--- src/rtl/adder_sched_pkg.sv ---
// Shared types for the adder scheduler: FSM state, ID/counter widths,
// and a round-robin index helper.
package adder_sched_pkg;

  localparam int ID_W  = 2;
  localparam int CNT_W = 4;

  typedef enum logic [1:0] {
    IDLE,
    CALC,
    DONE
  } state_t;

  // Position k steps above p, wrapping at n.
  function automatic int wrap_idx(input int p, input int k, input int n);
    return (p + k) % n;
  endfunction

endpackage

--- src/rtl/adder_scheduler_rr_picker.sv ---
// rr_picker: combinational round-robin picker. Searches upward from
// i_rr_ptr with wrap-around for the first set request bit.
//   i_req    : request vector (N_REQ bits)
//   i_rr_ptr : search start index
//   o_grant  : one-hot grant
//   o_idx    : binary grant index
//   o_any    : at least one request present
module rr_picker
  import adder_sched_pkg::*;
#(
  parameter int N_REQ = 4
) (
  input  logic [N_REQ-1:0] i_req,
  input  logic [ID_W-1:0]  i_rr_ptr,
  output logic [N_REQ-1:0] o_grant,
  output logic [ID_W-1:0]  o_idx,
  output logic             o_any
);

  always_comb begin
    o_grant = '0;
    o_idx   = '0;
    o_any   = 1'b0;
    for (int k = 0; k < N_REQ; k++) begin
      if (!o_any && i_req[wrap_idx(int'(i_rr_ptr), k, N_REQ)]) begin
        o_any = 1'b1;
        o_idx = ID_W'(wrap_idx(int'(i_rr_ptr), k, N_REQ));
        o_grant[wrap_idx(int'(i_rr_ptr), k, N_REQ)] = 1'b1;
      end
    end
  end

endmodule

--- src/rtl/adder_scheduler.sv ---
// adder_scheduler: round-robin sharing of one external adder among up to
// four requesters. Grants one operand pair, holds it on add_sayi1/2 for
// ADD_CYCLES cycles, captures add_toplam and returns it tagged with the id.
// Ports: clk, rst (async, active high); req_valid/req_ready/req_sayi1/
// req_sayi2 (requesters); add_sayi1/add_sayi2/add_toplam (external adder);
// resp_valid/resp_ready/resp_id/resp_toplam (response channel).
// Optional: define ADDER_SCHED_OVF_EN to add resp_ovf (unsigned carry-out).
module adder_scheduler
  import adder_sched_pkg::*;
#(
  parameter int WIDTH      = 64,
  parameter int N_REQ      = 4,
  parameter int ADD_CYCLES = 1
) (
  input  logic                   clk,
  input  logic                   rst,
  input  logic [N_REQ-1:0]       req_valid,
  output logic [N_REQ-1:0]       req_ready,
  input  logic [N_REQ*WIDTH-1:0] req_sayi1,
  input  logic [N_REQ*WIDTH-1:0] req_sayi2,
  output logic [WIDTH-1:0]       add_sayi1,
  output logic [WIDTH-1:0]       add_sayi2,
  input  logic [WIDTH-1:0]       add_toplam,
  output logic                   resp_valid,
  input  logic                   resp_ready,
  output logic [ID_W-1:0]        resp_id,
  output logic [WIDTH-1:0]       resp_toplam
`ifdef ADDER_SCHED_OVF_EN
  ,
  output logic                   resp_ovf
`endif
);

  state_t             r_state;
  state_t             w_next;
  logic [CNT_W-1:0]   r_cnt;
  logic [ID_W-1:0]    r_rr_ptr;
  logic [ID_W-1:0]    r_id;
  logic [N_REQ-1:0]   w_grant;
  logic [ID_W-1:0]    w_idx;
  logic               w_any;
  logic               w_accept;
  logic               w_calc_end;
  logic [ID_W-1:0]    w_ptr_nxt;

  rr_picker #(
    .N_REQ(N_REQ)
  ) u_picker (
    .i_req    (req_valid),
    .i_rr_ptr (r_rr_ptr),
    .o_grant  (w_grant),
    .o_idx    (w_idx),
    .o_any    (w_any)
  );

  // Grant only ever covers valid bits, so ready implies the handshake.
  assign w_accept   = (r_state == IDLE) && w_any;
  assign w_calc_end = (r_state == CALC) && (r_cnt == '0);
  assign req_ready  = (r_state == IDLE) ? w_grant : '0;
  assign resp_valid = (r_state == DONE);
  assign resp_id    = r_id;

  assign w_ptr_nxt = (w_idx == ID_W'(N_REQ - 1)) ?
                     '0 : w_idx + ID_W'(1);

  always_ff @(posedge clk or posedge rst) begin
    if (rst) r_state <= IDLE;
    else     r_state <= w_next;
  end

  always_comb begin
    w_next = r_state;
    unique case (r_state)
      IDLE:    if (w_accept)   w_next = CALC;
      CALC:    if (r_cnt == '0) w_next = DONE;
      DONE:    if (resp_ready) w_next = IDLE;
      default: w_next = IDLE;
    endcase
  end

  always_ff @(posedge clk or posedge rst) begin
    if (rst) begin
      add_sayi1   <= '0;
      add_sayi2   <= '0;
      r_id        <= '0;
      r_rr_ptr    <= '0;
      r_cnt       <= '0;
      resp_toplam <= '0;
`ifdef ADDER_SCHED_OVF_EN
      resp_ovf    <= 1'b0;
`endif
    end else begin
      if (w_accept) begin
        add_sayi1 <= req_sayi1[int'(w_idx)*WIDTH +: WIDTH];
        add_sayi2 <= req_sayi2[int'(w_idx)*WIDTH +: WIDTH];
        r_id      <= w_idx;
        r_rr_ptr  <= w_ptr_nxt;
        r_cnt     <= CNT_W'(ADD_CYCLES - 1);
      end else if (r_state == CALC && r_cnt != '0) begin
        r_cnt <= r_cnt - CNT_W'(1);
      end
      if (w_calc_end) begin
        resp_toplam <= add_toplam;
`ifdef ADDER_SCHED_OVF_EN
        // A wrapped sum is smaller than either operand.
        resp_ovf    <= (add_toplam < add_sayi1);
`endif
      end
    end
  end

endmodule
--- config.mk ---
export PLATFORM = sky130hd
export DESIGN_NAME = adder_scheduler
export DESIGN_NICKNAME = d
export VERILOG_FILES = /design/src/rtl/adder_sched_pkg.sv /design/src/rtl/adder_scheduler_rr_picker.sv /design/src/rtl/adder_scheduler.sv
export SDC_FILE = /design/constraint.sdc
export NUM_CORES = 1
export LEC_CHECK = 0
export CORE_AREA = 3 3 303 305
export DETAILED_ROUTE_END_ITERATION = 7
export DIE_AREA = 0 0 306 308
export DONT_BUFFER_PORTS = 1
export GPL_TIMING_DRIVEN = 0
export SLEW_MARGIN = 0
export SYNTH_ARGS = -nofsm -noshare
export SYNTH_HDL_FRONTEND = slang
export SYNTH_SLANG_ARGS = --single-unit
--- constraint.sdc ---
create_clock -name clk -period 12.15 [get_ports clk]
set_input_delay 2.43 -clock clk [delete_from_list [all_inputs] [get_ports clk]]
set_output_delay 2.43 -clock clk [all_outputs]
set_load 0.03 [all_outputs]
## Word-level counts from Yosys, hierarchy flattened

Cells that the tools add are included.

| storage, ports and cells | value |
|---|---|
| bits of input ports | 583 |
| output and inout port bits | 199 |
| bits in registers | 202 |

| cells by class | value |
|---|---|
| multiplexer cells | 39 |
| reductions and logical operators | 21 |
| order comparisons | 8 |
| bitwise gates (word level) | 6 |
| equal/unequal tests | 6 |
| add/subtract/negate cells | 5 |
| shift operators | 2 |

Operators by type and width:

| kind | count |
|---|---|
| 256-bit by 9-bit variable part select with 64-bit output | 2 |
| 4-bit 2-to-1 mux | 7 |
| 2-bit 2-to-1 mux | 8 |
| 1-bit 2-to-1 mux | 15 |
| 3-bit by 4-bit less-than comparator with 1-bit output, second input constant | 3 |
| 4-bit bitwise OR | 3 |
| 1-bit logical AND | 10 |
| 3-bit by 1-bit >= comparator with 1-bit output, second input constant | 3 |
| 1-bit binary-select mux with 2-bit select | 4 |
| 1-bit demux with 2-bit select | 4 |
| 2-bit one-hot mux with 3 select lines | 1 |
| 2-bit OR reduction | 3 |
| 2-bit by 1-bit adder with 2-bit output, second input constant | 2 |
| 2-bit adder, second input constant | 2 |
| 2-bit equality test, second input constant | 2 |
| 4-bit zero test | 1 |
| 2-bit inequality test, second input constant | 2 |
| 4-bit nonzero test | 1 |
| 4-bit by 1-bit subtractor with 4-bit output, second input constant | 1 |
| 1-bit AND, first input constant | 3 |
| 1-bit zero test | 3 |
| 2-bit by 3-bit less-than comparator with 1-bit output, second input constant | 1 |
| 3-bit AND reduction | 1 |
| 2-bit by 1-bit equality test with 1-bit output, second input constant | 1 |
| other kinds (4) | 4 |

## Depth between registers and ports, before layout

Gate-level depths: netlist of run 1.

| logic depth | value |
|---|---|
| word-level depth | 17 |
| gate-level depth with buffers | 17 |
| mapped depth without buffers | 10 |

## By module

Synthesis of run 1 repeated with hierarchy kept, for this count alone.

| unflattened totals | value |
|---|---|
| cell total of the unflattened synthesis | 945 |
| area, all modules | 11,235.8 um2 |

By module, submodules not included:

| module | area each (um2) | cells an instance | instances |
|---|---|---|---|
| adder_scheduler | 10,816.6 | 900 | 1 |
| rr_picker | 419.2 | 45 | 1 |

## Worst setup path before layout of run 1

OpenSTA, ideal clock, no wires.

| timing | value |
|---|---|
| path type | input port to output port |
| start | input req_valid[0] |
| end | output req_ready[0] |
| path buffers | 2 |
| data required time | 9.720 ns |
| slack | 5.584 ns |
| data arrival time | 4.136 ns |
| cell stages on the path | 8 |
| cell sequence | clkbuf_1 > mux4_2 > nor2b_1 > clkbuf_1 > a22oi_1 > nor2_1 > a221oi_1 > nor2_1 |

| on the way | value |
|---|---|
| cells in the longest elaborated chain, start to end | 13 |
| elaborated cells between the ends (all ways) | 28 |
| classes of those cells | 19 x mux; 3 x bitwise; 6 x reduce/logical |

RTL lines:

| what | line | text |
|---|---|---|
| start: declaration | adder_scheduler.sv:17 | `input logic [N_REQ-1:0] req_valid,` |
| 1-bit binary-select mux with 2-bit select | adder_scheduler_rr_picker.sv:25 | `if (!o_any && i_req[wrap_idx(int'(i_rr_ptr), k, N_REQ)]) begin` |
| 1-bit 2-to-1 mux (implied by the code) | adder_scheduler_rr_picker.sv:25 |  |
| 1-bit 2-to-1 mux | adder_scheduler_rr_picker.sv:25 |  |
| 1-bit zero test | adder_scheduler_rr_picker.sv:25 |  |
| 1-bit logical AND | adder_scheduler_rr_picker.sv:25 |  |
| 1-bit 2-to-1 mux | adder_scheduler_rr_picker.sv:25 |  |
| 1-bit zero test | adder_scheduler_rr_picker.sv:25 |  |
| 1-bit logical AND | adder_scheduler_rr_picker.sv:25 |  |
| 1-bit 2-to-1 mux | adder_scheduler_rr_picker.sv:25 |  |
| 1-bit zero test | adder_scheduler_rr_picker.sv:25 |  |
| 1-bit logical AND | adder_scheduler_rr_picker.sv:25 |  |
| 4-bit 2-to-1 mux * | adder_scheduler_rr_picker.sv:25 |  |
| 4-bit 2-to-1 mux * | adder_scheduler.sv:59 | `assign req_ready = (r_state == IDLE) ? w_grant : '0;` |
| end: declaration | adder_scheduler.sv:18 | `output logic [N_REQ-1:0] req_ready,` |

Every way passes the cells marked *; elsewhere a longest branch is shown, timed or not. The select of a mux whose other input is x is not followed.

## Worst setup path in the final report of run 1

| timing | value |
|---|---|
| start | register r_rr_ptr[0] |
| end | output req_ready[0] |

| on the way | value |
|---|---|
| cells in the longest elaborated chain, start to end | 14 |
| elaborated cells between the ends (all ways) | 57 |
| classes of those cells | 3 x add/sub; 8 x order compare; 27 x mux; 6 x bitwise; 13 x reduce/logical |

RTL lines:

| what | line | text |
|---|---|---|
| start: declaration | adder_scheduler.sv:37 | `logic [ID_W-1:0] r_rr_ptr;` |
| start signal: assignment | adder_scheduler.sv:97 | `r_rr_ptr <= w_ptr_nxt;` |
| 2-bit by 1-bit adder with 2-bit output | adder_sched_pkg.sv:16 | `return (p + k) % n;` |
| 2-bit OR reduction (no source line) | - |  |
| 1-bit AND (no source line) | - |  |
| 3-bit by 4-bit less-than comparator with 1-bit output (implied by the code) / 3-bit by 1-bit >= comparator with 1-bit output (equally long branches) | adder_scheduler_rr_picker.sv:28 | `o_grant[wrap_idx(int'(i_rr_ptr), k, N_REQ)] = 1'b1;` |
| 1-bit logical AND (implied by the code) | adder_scheduler_rr_picker.sv:28 |  |
| 1-bit 2-to-1 mux (implied by the code) | adder_scheduler_rr_picker.sv:28 |  |
| 1-bit demux with 2-bit select | - |  |
| 4-bit bitwise OR (no source line) | - |  |
| 4-bit 2-to-1 mux | adder_scheduler_rr_picker.sv:25 |  |
| 4-bit bitwise OR (no source line) | - |  |
| 4-bit 2-to-1 mux | adder_scheduler_rr_picker.sv:25 |  |
| 4-bit bitwise OR (no source line) | - |  |
| 4-bit 2-to-1 mux * | adder_scheduler_rr_picker.sv:25 |  |
| 4-bit 2-to-1 mux * | adder_scheduler.sv:59 |  |

Marked as above.

==> summary.md, run 1 <==
| Metric | Value |
|---|---|
| CP Data Required Time | `9.72 ns` |
| Crit path time final | `7.811 ns` |
| Die H | `308 µm` |
| DP Wirelength | `62290 µm` |
| Clk_lat worst skew | `0.58 ns` |
| CP max-delay cell | `clkbuf_1` |
| Slew Limit Fails | `0` |
| Via density per instance | `4.826` |
| Total power per unit cell area | `406.1 nW/µm²` |
| R2R setup slack | `5.60 ns` |
| Post-synthesis sequential area ratio | `0.3998` |
| DRT Pass-1 Iters | `5` |
| Dpl ws | `4.770 ns` |
| Skew final | `0.01591 ns` |
| Worst Max-Slew Pin Slew | `1.445 ns` |
| Mapped Cells | `1262` |
| Syn_area_per_cell | `10.02 µm²` |
| Gr usage total | `0.1527` |
| Fin worst setup slack | `4.339 ns` |
| # setup viols final | `0` |
| Seq cells post-synth | `202` |
| Drt initial violations | `1162` |
| TNS Setup | `0 ns` |
| Num CTS Buffers | `25` |
| Final instance area | `15290 µm²` |
| Hold Crit Class | `reg2reg` |
| # DRC | `0` |
| Total congestion overflow | `0` |
| Crit. Startpoint | `r_rr_ptr[0]` |
| Final Hold Fails | `0` |
| Critical Path End Type | `output pin` |
| Status | `finished clean` |
| WL final | `76950 µm` |
| Critical Path AT | `5.38 ns` |
| Largest net degree at the start of global routing | `108` |
| Worst reg2reg startpoint | `r_rr_ptr[0]` |
| Post-CTS Resized | `0` |
| Fmax | `128.0 MHz` |
| Mean routed wirelength per cell | `30.57 µm` |
| Prevailing post-synth register cell | `dfrtp_1` |
| Root Driver | `clkbuf_16` |
| Io pins | `782` |
| CP Capture Point | `req_ready[0]` |
| FF-to-FF path depth | `14` |
| Met2 Track Usage GR | `0.2330` |
| CP Launch Type | `flop` |
| Vias in the first global route | `12010` |
| Crit share post-route | `0.6428` |
| Hold_buf cts | `0` |
| Post-CTS setup repair buffer count | `0` |
| Clk buf depth | `3` |
| CTS tree | `done` |
| Die ar. | `94250 µm²` |
| CP Cell Sequence | `buf_6 -> clkbuf_1 -> inv_1 -> ha_1 -> clkbuf_1 -> mux4_2 -> nor2b_1 -> clkbuf_1 -> a22oi_1 -> nor2_1 -> a221oi_1 -> nor2_1` |
| Worst R2R End | `add_sayi2[43]` |
| Post-synth cell types | `48` |
| Gpl congestion | `0.9163` |
| Max_cap viols | `0` |
| Row Count | `110` |
| Placed Area | `14350 µm²` |
| Clock tree sinks | `202` |
| Worst vdd ir | `0.1536 mV` |
| Yosys Warn Count | `0` |
| Post-Synthesis Cell Area | `12640 µm²` |
| Via Count | `12150` |
| Layout cell share with drive strength beyond 1 | `0.1979` |
| H-tree Lvls | `1` |
| Fin nets | `1893` |
| M1 GR Usage | `0.1905` |
| Fin cells | `2517` |
| Worst slew margin | `0.03671` |
| Port buffer count | `0` |
| Synthesized net count | `1856` |
| Peak fanout along the critical path | `10` |
| Top cell by count, worst path | `clkbuf_1` |
| GR peak layer | `met2` |
| Leak Pwr | `0.005689 µW` |
| Final core occ | `0.1707` |
| Reg clk slew, reported paths | `0.07 ns` |
| Async SR Flop Fraction | `1.000` |
| Die W | `306 µm` |
| GR Util met3 | `0.04944` |
| WS Path Type | `reg2out` |
| RSZ-0062 raised after global routing | `no` |
| Critical Path Max Stage Delay | `1.03 ns` |
| Antenna-violating nets left | `0` |
| Area of the core | `89600 µm²` |
| Initial Util | `0.1411` |
| Inst Count DP | `2448` |
| First-pass GRT wire length | `100800 µm` |
| Syn-to-layout area delta | `20.96%` |
| Initial antenna violation count | `44` |
| Post-synth EDFFs | `0` |
-- layer usage --
| layer | part of all wire | vias up |
|---|---|---|
| li1 | - | 4996 |
| met1 | 0.41 | 6066 |
| met2 | 0.45 | 897 |
| met3 | 0.094 | 175 |
| met4 | 0.048 | 12 |
| met5 | 0.00091 | - |
-- report_power, final --
part / switching [µW] / internal (µW)
Clock: 334 / 496
Combinational: 2140 / 1250
Sequential: 977 / 1020
Total: 3450 / 2760
-- critical path, delay by kind of cell, from the launching register on --
kind,cells,cell delay [ns]
buffers and inverters,5,2.38
and+or+nand+nor,3,0.86
DFF,1,0.49
muxes,1,0.46
adders and majority gates,1,0.43
AOI/OAI and AO/OA,2,0.19
-- layout by cell type, fill, tap and decap left out, types with 14 or more instances in the layout --
| cell | count |
|---|---|
| inv_1 | 65 |
| dfrtp_1 | 202 |
| diode_2 | 27 |
| o211ai_1 | 58 |
| a21oi_1 | 64 |
| buf_2 | 14 |
| clkbuf_16 | 25 |
| o21ai_0 | 125 |
| a221oi_1 | 58 |
| nand3_1 | 122 |
| mux2_2 | 163 |
| nor2_1 | 23 |
| mux2_1 | 23 |
| mux2i_1 | 16 |
| a221o_1 | 121 |
| clkbuf_1 | 108 |
-- cell families after synthesis --
| logic type | count (synthesis) | share of synthesized area |
|---|---|---|
| compound gates | 454 | 0.2661 |
| buf+inv | 209 | 0.06828 |
| mux | 205 | 0.1837 |
| flops | 202 | 0.3998 |
| simple gates | 178 | 0.06927 |
| fa+ha+maj | 11 | 0.01088 |
| xor+xnor | 3 | 0.002078 |
-- cell type report --
class                           instances  area (µm²)
Fill cell                           10020       74300
Multi-Input combinational cell        851        6766
Sequential cell                       202        5055
Tap cell                             1176        1471
Clock buffer                           29       660.6
Buffer                                143       620.6
Inverter                               66       255.2
Clock inverter                         13       216.5
Timing Repair Buffer                   10       181.4
Antenna cell                           27       67.56
-- Yosys cell counts, types with 2 or more instances --
cell / number / area, µm²
nand2_1: 13 / 48.80
nor2_1: 25 / 93.84
mux2i_1: 16 / 160.2
nor3b_1: 2 / 15.01
or2_2: 2 / 12.51
o21ai_0: 125 / 625.6
clkbuf_1: 110 / 412.9
a22oi_1: 4 / 30.03
mux2_2: 163 / 1836
dfrtp_1: 202 / 5055
inv_1: 66 / 247.7
a21o_1: 2 / 15.01
a221oi_2: 6 / 90.09
a21oi_1: 65 / 325.3
buf_8: 2 / 30.03
buf_2: 14 / 70.07
nand2b_1: 3 / 18.77
ha_1: 11 / 137.6
a221o_1: 121 / 1211
nand3b_1: 2 / 15.01
buf_1: 13 / 48.80
xor2_1: 2 / 17.52
o211ai_1: 58 / 435.4
a211oi_1: 2 / 15.01
nand3_1: 122 / 610.6
buf_6: 3 / 33.78
nor3_1: 3 / 15.01
a221oi_1: 61 / 534.3
mux4_2: 3 / 67.56
mux2_1: 23 / 259.0
-- stage by stage --
stage | hold slack (ns) | power [µW]
finish | 0.5538 | 6211
detailed placement | 0.5409 | 5438
floorplan | 0.5057 | 3984
global route | 0.5964 | 6574
CTS | 0.5580 | 6281
global placement | 0.5287 | 5322
-- flip-flops by register name, indices dropped and copies added, names as in the netlist --
name / flops
resp_toplam: 64
r_cnt: 4
add_sayi2: 64
r_rr_ptr: 2
resp_id: 2
add_sayi1: 64
r_state: 2
-- how the worst min path moves through the flow --
stage | from | endpoint | depth (start not counted)
floorplan | r_cnt[3] | r_cnt[3] | 2
global placement | r_cnt[3] | r_cnt[3] | 2
detailed placement | r_cnt[3] | r_cnt[3] | 2
CTS | r_cnt[3] | r_cnt[3] | 2
global route | r_cnt[3] | r_cnt[3] | 2
finish | r_cnt[3] | r_cnt[3] | 2
(Power assumes the default switching activity.)
==> inputs of run 2 (changes only) <==
==> constraint.sdc (replaced) <==
create_clock -name clk -period 7.66 [get_ports clk]
set_input_delay 1.532 -clock clk [delete_from_list [all_inputs] [get_ports clk]]
set_output_delay 1.532 -clock clk [all_outputs]
set_load 0.03 [all_outputs]
==> results of run 2 <==
Same layout as run 1 (identical final DEF). Status: finished clean.
Among the figures that moved: setup slack after placement 4.770 ns -> 0.7485 ns; setup slack after layout 4.339 ns -> 0.7474 ns; register-to-register setup slack 5.60 ns -> 1.11 ns; total power 6211 µW -> 9852 µW; worst IR drop on VDD 0.1536 mV -> 0.2437 mV
